<file path="config.mk">
export PLATFORM = sky130hd
export DESIGN_NAME = game_sequencer
export DESIGN_NICKNAME = d
export VERILOG_FILES = /design/src/rtl/game_sequencer.sv
export SDC_FILE = /design/constraint.sdc
export NUM_CORES = 1
export LEC_CHECK = 0
export BUFFER_PORTS_ARGS = -buffer_cell sky130_fd_sc_hd__buf_2
export CORE_MARGIN = 2
export CORE_UTILIZATION = 54
export DETAILED_ROUTE_END_ITERATION = 8
export PLACE_DENSITY = 0.85
export RECOVER_POWER = 100
export SKIP_CTS_REPAIR_TIMING = 1
export SYNTH_ARGS = -nofsm -noshare
export SYNTH_HDL_FRONTEND = slang
export SYNTH_SLANG_ARGS = --single-unit
export TNS_END_PERCENT = 5
</file>
<file path="constraint.sdc">
create_clock -name clk -period 1.95 [get_ports clk]
set_input_delay 0.195 -clock clk [delete_from_list [all_inputs] [get_ports clk]]
set_output_delay 0.195 -clock clk [all_outputs]
set_load 0.05 [all_outputs]
</file>
<file path="src/rtl/game_sequencer.sv">
// rtl/game_sequencer.sv - Simon Says central game FSM
// Sequences gen/display/wait/check, owns the round counter and the player timeout.
module game_sequencer #(
   parameter int            MAX_ROUNDS     = 16,
   parameter int            TW             = 24,
   parameter logic [TW-1:0] TIMEOUT_CYCLES = 24'd5000000
) (
   input  logic       clk,
   input  logic       rst_n,
   input  logic       soft_clear,
   input  logic       start_btn,
   input  logic       gen_done,
   input  logic       disp_done,
   input  logic       wait_done,
   input  logic       check_done,
   input  logic       check_pass,
   input  logic       button_any,
   output logic       gen_start,
   output logic       disp_start,
   output logic       wait_start,
   output logic       check_start,
   output logic [3:0] round,
   output logic [1:0] state_dbg,
   output logic       game_over,
   output logic       game_won,
   output logic       timeout
);

   typedef enum logic [2:0] {S_IDLE, S_GEN, S_DISP, S_WAIT, S_CHECK, S_END} state_t;

   // Five bits so that a final round of 16 is still distinguishable from 0.
   localparam logic [4:0]    MAX_R    = 5'(MAX_ROUNDS);
   localparam logic [TW-1:0] TMO_LAST = TIMEOUT_CYCLES - 1'b1;

   state_t        state_q;
   logic [4:0]    round_q;
   logic [TW-1:0] timer_q;
   logic [TW-1:0] timer_d;
   logic          start_prev_q;
   logic          start_edge;
   logic          gen_start_q, disp_start_q, wait_start_q, check_start_q;
   logic [1:0]    dbg_q;
   logic          over_q, won_q, tmo_q;

   assign start_edge = start_btn & ~start_prev_q;
   assign timer_d    = (timer_q == '1) ? timer_q : timer_q + 1'b1;

   always_ff @(posedge clk) begin
      if (!rst_n || soft_clear) begin
         state_q       <= S_IDLE;
         round_q       <= '0;
         timer_q       <= '0;
         start_prev_q  <= 1'b1;
         gen_start_q   <= 1'b0;
         disp_start_q  <= 1'b0;
         wait_start_q  <= 1'b0;
         check_start_q <= 1'b0;
         dbg_q         <= 2'b00;
         over_q        <= 1'b0;
         won_q         <= 1'b0;
         tmo_q         <= 1'b0;
      end else begin
         start_prev_q  <= start_btn;
         gen_start_q   <= 1'b0;
         disp_start_q  <= 1'b0;
         wait_start_q  <= 1'b0;
         check_start_q <= 1'b0;
         case (state_q)
            S_IDLE: begin
               if (start_edge) begin
                  state_q     <= S_GEN;
                  gen_start_q <= 1'b1;
               end
            end
            S_GEN: begin
               if (gen_done) begin
                  state_q      <= S_DISP;
                  disp_start_q <= 1'b1;
                  round_q      <= 5'd1;
                  dbg_q        <= 2'b01;
               end
            end
            S_DISP: begin
               if (disp_done) begin
                  state_q      <= S_WAIT;
                  wait_start_q <= 1'b1;
                  timer_q      <= '0;
                  dbg_q        <= 2'b10;
               end
            end
            S_WAIT: begin
               // A completed entry wins over an expiring timer in the same cycle.
               if (wait_done) begin
                  state_q       <= S_CHECK;
                  check_start_q <= 1'b1;
                  dbg_q         <= 2'b11;
               end else if (button_any) begin
                  timer_q <= '0;
               end else if (timer_q == TMO_LAST) begin
                  state_q <= S_END;
                  over_q  <= 1'b1;
                  won_q   <= 1'b0;
                  tmo_q   <= 1'b1;
                  dbg_q   <= 2'b00;
               end else begin
                  timer_q <= timer_d;
               end
            end
            S_CHECK: begin
               if (check_done) begin
                  if (!check_pass || round_q == MAX_R) begin
                     state_q <= S_END;
                     over_q  <= 1'b1;
                     won_q   <= check_pass;
                     dbg_q   <= 2'b00;
                  end else begin
                     state_q      <= S_DISP;
                     disp_start_q <= 1'b1;
                     round_q      <= round_q + 1'b1;
                     dbg_q        <= 2'b01;
                  end
               end
            end
            S_END: begin
               if (start_edge) begin
                  state_q     <= S_GEN;
                  gen_start_q <= 1'b1;
                  round_q     <= '0;
                  over_q      <= 1'b0;
                  won_q       <= 1'b0;
                  tmo_q       <= 1'b0;
               end
            end
            default: begin
               state_q <= S_IDLE;
               dbg_q   <= 2'b00;
            end
         endcase
      end
   end

   assign gen_start   = gen_start_q;
   assign disp_start  = disp_start_q;
   assign wait_start  = wait_start_q;
   assign check_start = check_start_q;
   assign round       = round_q[3:0];
   assign state_dbg   = dbg_q;
   assign game_over   = over_q;
   assign game_won    = won_q;
   assign timeout     = tmo_q;

endmodule

</file>
; ---- After elaboration in Yosys (flattened, before gate mapping)
; Cells that the tools add are included.
[op_classes]
addsub = 2
n_eq_ne = 22
mux = 49
bitwise_logic = 5
n_reduce_logical = 19
[ops]
columns = op, count
row1 = 24-bit 2-to-1 mux, 5
row2 = 24-bit one-hot mux with 2 select lines, 1
row3 = "24-bit by 1-bit adder with 24-bit output, second input constant", 1
row4 = "24-bit by 23-bit == test with 1-bit output, second input constant", 1
row5 = "24-bit == test, second input constant", 1
row6 = 3-bit 2-to-1 mux, 8
row7 = 5-bit 2-to-1 mux, 4
row8 = 1-bit 2-to-1 mux, 18
row9 = "2-bit inequality test, second input constant", 9
row10 = 3-bit one-hot mux with 5 select lines, 1
row11 = 5-bit one-hot mux with 3 select lines, 1
row12 = 5-bit AND reduction, 3
row13 = 2-bit 2-to-1 mux, 6
row14 = "3-bit inequality test, second input constant", 4
row15 = 6-bit AND reduction, 2
row16 = 2-bit one-hot mux with 5 select lines, 1
row17 = 2-bit OR reduction, 4
row18 = 7-bit AND reduction, 1
row19 = "3-bit by 2-bit == test with 1-bit output, second input constant", 2
row20 = "3-bit == test, second input constant", 2
row21 = 1-bit one-hot mux with 3 select lines, 2
row22 = 3-bit nonzero test, 2
row23 = "5-bit by 1-bit adder with 5-bit output, second input constant", 1
row24 = "5-bit == test, second input constant", 1
row25 = 9 further kinds, 16
[totals]
reg_bits = 42
inputBits = 10
output_inout_bits = 13

; ---- Depth between registers and ports, before layout
; Gate-level depths: netlist of run 1.
[logic_depth]
word_depth = 6
mapped_depth = 8

; ---- Worst setup path after synthesis of run 1
; Ideal clock, no wire load.
[synth_timing]
path_type = register to register
start = register timer_q[0]
end = register timer_q[16]
setup_ns = 0.086
arrival_time_ns = 1.923
t_required_ns = 1.864
slack_ns = -0.059
path_stages_with_launch = 8
path_buffers = 1
period_less_slack_ns = 2.009
cell_sequence = dfxtp_1 ha_1 nand4_2 or4_4 buf_6 o22ai_4 nand2_2 a221oi_2
[synth_via]
elab_chain_cells = 6
elab_cells_between_ends = 11
[synth_lines]
columns = element, line_no
row1 = "start, declared", 37  ; logic [TW-1:0] timer_q;
row2 = "start signal, assigned", 106  ; timer_q <= timer_d;
row3 = 24-bit by 1-bit adder with 24-bit output, 46  ; assign timer_d = (timer_q == '1) ? timer_q : timer_q + 1'b1;
row4 = 24-bit 2-to-1 mux, 46
row5 = 24-bit 2-to-1 mux, 99  ; end else if (timer_q == TMO_LAST) begin
row6 = 24-bit 2-to-1 mux, 97  ; end else if (button_any) begin
row7 = 24-bit 2-to-1 mux, 93  ; if (wait_done) begin
row8 = 24-bit one-hot mux with 2 select lines, 68  ; case (state_q)
; Several ways; a longest one is shown, not always the timed one. The select of a mux whose other input is x is not followed.
; A chain may end at the register's enable or synchronous reset.

; ---- Worst setup path in the final report of run 1
[layout_timing]
start = register timer_q[6]
end = register timer_q[4]
[layout_via]
elab_chain_cells = 3
elab_cells_between_ends = 5
[layout_lines]
columns = element, line_no
row1 = 24-bit by 23-bit == test with 1-bit output / 24-bit == test (equally long branches), "99, 46"
row2 = 3-bit inequality test (no source line), -
row3 = 5-bit AND reduction (no source line) *, -
; Mark *: on every way between the ends. The rest lies on a longest branch, timed or not.

==> results of run 1 <==
-- cells by family (layout without fill, tap and decap cells) --
family,Yosys count,count (layout),synth area share (%)
AOI/OAI and AO/OA,101,101,25.50
adders and majority gates,3,3,1.419
buffers and inverters,40,77,7.001
DFF,42,42,31.79
muxes,3,3,1.135
and+or+nand+nor,155,155,33.16
-- final cells by class --
cell class,count,share of cell area (%)
Clock buffer,5,2.187
Clock inverter,3,1.272
Inverter,11,1.312
Multi-Input combinational cell,262,53.72
Sequential cell,42,27.00
Tap cell,67,2.664
Timing Repair Buffer,58,11.85
-- worst max-delay path: cells and delay by family, from the launching register on --
family | cells | cell delay, ps
simple gates | 2 | 710
flops | 1 | 490
compound gates | 3 | 480
buf+inv | 1 | 190
-- per-stage QoR --
step / hold WS (ps) / util [%] / area [um2] / TNS [ps] / power, uW
floorplan: 296.5 / - / 2665 / 0 / 959.2
global placement: 416.5 / 63.79 / 3013 / 0 / 1002
detailed placement: 420.9 / 63.79 / 3013 / 0 / 1003
CTS: 110.0 / 66.09 / 3122 / -6.535 / 1687
global route: 124.6 / 66.62 / 3147 / -124.8 / 1728
finish: 115.9 / 66.62 / 3147 / -1.712 / 1683
-- worst paths after layout --
check                                             start                      end  slack (ps)  depth (start not counted)
worst min register to register   game_over$_SDFFE_PP0P_   game_over$_SDFFE_PP0P_         450                          2
worst max register to register  timer_q[6]$_SDFFE_PP0P_  timer_q[4]$_SDFFE_PP0P_          -2                          6
worst min-delay path                          start_btn  start_prev_q$_SDFF_PP1_         120                          2
worst max-delay path            timer_q[6]$_SDFFE_PP0P_  timer_q[4]$_SDFFE_PP0P_          -2                          6
-- registers in the layout, indices dropped and copies added (netlist names) --
register      cells
timer_q          24
round_q           5
state_q           3
state_dbg         2
check_start       1
disp_start        1
game_over         1
game_won          1
gen_start         1
start_prev_q      1
timeout           1
wait_start        1
-- metal layers --
layer  global-route usage (%)  routed length, um  share of wire [%]  vias to the layer above
li1                         -                  -                  -                     1367
met1                    37.26               3200                 42                     1338
met2                    45.73               3734                 49                      160
met3                    5.285                535                7.1                       18
met4                    9.091                108                1.4                        0
met5                        0                  0                  0                        -
-- cell usage in the layout, fill, tap and decap left out, types with 3 or more instances in the layout --
master,instances
nor4_2,3
mux2i_1,3
a21boi_0,4
nor3_1,8
clkbuf_1,15
and4_1,3
o21ai_0,25
and2_1,3
inv_1,11
nor4b_1,3
a41oi_1,3
dfxtp_1,35
dfxtp_2,7
a211oi_1,5
nor2_1,22
nor4_1,7
o211ai_1,3
a31oi_1,13
nand4_1,10
nand3_1,26
buf_2,9
nand2_1,28
o31ai_1,3
and3_1,9
nand3b_1,3
nand2b_1,10
clkbuf_8,5
buf_4,32
a21oi_1,23
-- power by group through the flow --
stage / sequential, uW / combinational [uW] / clock (uW)
after floorplan: 885 / 74.1 / 0
after global routing: 868 / 131 / 730
after global placement: 887 / 115 / 0
after CTS: 867 / 118 / 702
after detailed placement: 887 / 116 / 0
final: 867 / 120 / 696
==> flow_summary.yaml, run 1 <==
timing:
  period_share_pct: 100.1
  clock_skew_ps: 8.584
  tightest_slew_ps: 599.5
  relSlewSlack_pct: 59.89
  fin_ws_ps: -1.712
  slew_violations: 0
  rsz0062_at_grt: "true"
  hold_viol: 0
  fin_crit_ps: 1952
  max_freq_ghz: 0.5124
  setup_viol: 1
critical_path:
  cp-start-kind: "flip-flop"
  worstPathRequired_ps: 2170
  slowest_stage: "or4_4"
  criticalPathCategory: "flip-flop to flip-flop"
  cp_cell_sequence: "nand2_1, or4_4, o22ai_4, buf_4, a31oi_1, o31ai_2"
  critPathMaxStageDelay_ps: 580
  crit_fanout: 8
  worstSetupEndpointType: "flip-flop"
  cp.arrival_ps: 2170
synthesis:
  yosys-top-cells-area: "dfxtp_1 32%, nand3_1 4.9%, o21ai_0 4.7%"
  synthCells: 344
  seq_area_frac_synth_pct: 31.79
  ys_seq_elements: 42
  synthesis.area_um2: 2645
  synth_ff_type: "dfxtp_1"
  synth_area_leader_cell: "dfxtp_1"
  yosysMostFrequentCell: "dfxtp_1"
  ys.warnings.count: 0
  syn_area_per_cell_um2: 7.689
  synth_cell_types: 62
  synth_fp_nets: 357
  synth_commonest_cells: "42 x dfxtp_1, 28 x nand2_1, 26 x nand3_1"
  synth-edff-count: 0
  async_flop_share_pct: 0
  synth_top_area_share_pct: 31.79
placed_design:
  post-dp-hpwl_mm: 5.205
  globalplace.congestion: 0.9485
  portBuffers: 22
  place_ws_ps: 29.01
  placed_cells: 440
grt:
  grt_use_total_pct: 27.95
  antenna_found_initial: 0
  grt_max_degree: 29
  grt_pass1_vias: 2593
  grt_remaining_overflow: 0
  grt_pass1_wl_mm: 12.10
cts:
  cts_tree: "yes"
  numCtsBuffers: 5
  path_clk_slew_ps: 90
  cts_buffer_depth: 2
  cts.htree.levels: 2
  root_buffer: "clkbuf_8"
  clkLatencyLatePin_ps: 300
  cts_sinks: 42
job:
  cap_viol_max_count: 0
floorplan:
  dieWidth_um: 73.99
  initial_utilization_pct: 56.00
  coreArea_um2: 4723
  chipHeight_um: 73.99
  design.die.area_um2: 5474
  rows: 25
  io_pins: 23
final_layout:
  multi_input_area_um2: 1690
  stdcell_count: 448
  nNetsFinal: 393
  drive_above_1_share_pct: 20.21
  area_delta_synth_final_pct: 18.97
  regArea_um2: 849.6
  fill_cells: 383
  antennaDiodeCount: 0
power_and_ir_drop:
  leakagePower_uw: 0.001095
  p_sw_uw: 401.2
  switching_share_pct: 23.84
  vdd_drop_max_uv: 285.4
  power.density_nw_per_um2: 534.8
  comb_power_share_pct: 7.1
  clockPowerShare_pct: 41.3
  internal-power_uw: 1282
  seq_power_share_pct: 51.5
detailed_routing:
  antenna_left: 0
  dr_total_vias: 2883
  wire_per_inst_um: 16.91
  first_pass_iters: 7
  via_per_inst: 6.435
  wl_mm: 7.577
  drc: 0
  drtIter0Drc: 409
run_status:
  violations: "negative setup slack"
  status: "complete, but fails checks"
hold_path:
  hold_class: "input port to flip-flop"
No activity file was read; power rests on OpenSTA's default activity.
==> run 2, diff against run 1 <==
Settings changed: PLACE_DENSITY 0.85 to not set, PLACE_DENSITY_LB_ADDON set to 0.08.
==> run 2 against run 1 <==
Compared with the run above:
- the run now ends clean
- count of clock-buffer cells in the layout is 2 higher
- critical endpoint is now state_dbg[1]$_SDFFE_PP0P_
- via count down 1.1%
- largest cell class unchanged
- total power down 5.5%
- global-route usage increased by 0.96 points
- fmax rose by 2.7%
- clock power is 14% lower
- routed wire length fell by 0.46%
- clock skew fell by 2.2 ps
- non-clock buffer count rose by 8
==> flow_summary.yaml, run 2 (synthesis results as in run 1) <==
final_layout:
  final_common_cell: "dfxtp_1"
  nNetsFinal: 401
  utilization_pct: 67.15
  area_delta_synth_final_pct: 19.91
  drive_above_1_share_pct: 20.82
  antennaDiodeCount: 0
  top_regs: "timer_q (24), round_q (5), state_q (3)"
  largest_register_ff_count: 24
  top_register: "timer_q"
  fill_cells: 436
  fin_area_um2: 3172
  layout_common_cells: "39 x dfxtp_1, 36 x buf_4, 28 x nand2_1"
placed_design:
  place_area_um2: 3065
  post-dp-hpwl_mm: 5.255
  portBuffers: 22
  place_ws_ps: 15.85
  globalplace.congestion: 0.9444
critical_path:
  critPathMaxStageDelay_ps: 420
  slowest_stage: "o21ai_0"
  crit_family: "compound AO/OA/AOI/OAI gates"
  cp_cell_sequence: "ha_4, buf_4, and3_2, nand2_1, nor4_2, buf_4, o21ai_0, mux2i_1"
  cp.arrival_ps: 2130
  crit_fanout: 4
  worstPathRequired_ps: 2180
  cpMostUsedCell: "buf_4"
  worstSetupEndpointType: "flip-flop"
  criticalPathCategory: "flip-flop to flip-flop"
  path_buf_inv: 2
  cp-start-kind: "flip-flop"
detailed_routing:
  wire_per_inst_um: 16.54
  wl_mm: 7.542
  via_per_inst: 6.254
  drc: 0
  dr_total_vias: 2852
  first_pass_iters: 5
  drtIter0Drc: 382
  antenna_left: 0
timing:
  fin_crit_ps: 1900
  period_share_pct: 97.43
  clock_skew_ps: 6.381
  setup_viol: 0
  max_freq_ghz: 0.5263
  tns_ps: 0
  hold_viol: 0
  fin_ws_ps: 50.08
  rsz0062_at_grt: "true"
  relSlewSlack_pct: 60.02
  slew_violations: 0
  tightest_slew_ps: 602.2
power_and_ir_drop:
  power.density_nw_per_um2: 501.6
  leakagePower_uw: 0.001110
  vdd_drop_max_uv: 300.7
floorplan:
  io_pins: 23
  chipHeight_um: 73.99
  initial_utilization_pct: 56.00
  rows: 25
  coreArea_um2: 4723
  design.die.area_um2: 5474
  dieWidth_um: 73.99
grt:
  antenna_found_initial: 0
  grt_use_total_pct: 28.91
  grt_pass1_wl_mm: 12.37
  grt_remaining_overflow: 0
  grt_pass1_vias: 2534
  grt_max_degree: 29
hold_path:
  hold_class: "input port to flip-flop"
cts:
  numCtsBuffers: 5
  path_clk_slew_ps: 80
  cts_buffer_depth: 2
  clkLatencyLatePin_ps: 300
  cts_tree: "yes"
  cts_sinks: 42
  root_buffer: "clkbuf_8"
  cts.htree.levels: 2
job:
  cap_viol_max_count: 0
run_status:
  status: "complete, no violations"
-- run 2: area by class of cell --
cell class                      count  area (um2)  share of cell area [%]
Clock inverter                      1       5.005                  0.1578
Multi-Input combinational cell    262        1679                   52.94
Tap cell                           67       83.83                   2.643
Inverter                           11       41.29                   1.302
Sequential cell                    42       844.6                   26.63
Timing Repair Buffer               66       431.7                   13.61
Clock buffer                        7       86.33                   2.722
-- run 2: final timing paths --
path | from | end | slack, ps | cells past startpoint
worst max-delay path | timer_q[0]$_SDFFE_PP0P_ | state_dbg[1]$_SDFFE_PP0P_ | 50 | 8
worst min-delay path | start_btn | start_prev_q$_SDFF_PP1_ | 110 | 2
worst max register to register | timer_q[0]$_SDFFE_PP0P_ | state_dbg[1]$_SDFFE_PP0P_ | 50 | 8
worst min register to register | game_over$_SDFFE_PP0P_ | game_over$_SDFFE_PP0P_ | 450 | 2
-- run 2: metrics by stage --
stage	cells	hold WS, ps	total power, uW
final	456	111.5	1591
after global routing	456	121.2	1640
after CTS	455	107.4	1589
after detailed placement	447	416.0	1008
after global placement	447	413.0	1006
after floorplan	344	296.5	959.2
-- run 2: power by group --
| part | internal [uW] | switching (uW) |
|---|---|---|
| logic | 45.6 | 75.7 |
| registers | 861 | 7.32 |
| clock network | 286 | 315 |
-- run 2: metal layers --
metal | track usage [%] | vias to the layer above | part of all wire (%)
met2 | 42.06 | 127 | 45
li1 | - | 1382 | -
met1 | 43.69 | 1327 | 47
met5 | 0 | - | 0
met4 | 8.283 | 0 | 1.5
met3 | 5.014 | 16 | 6.7
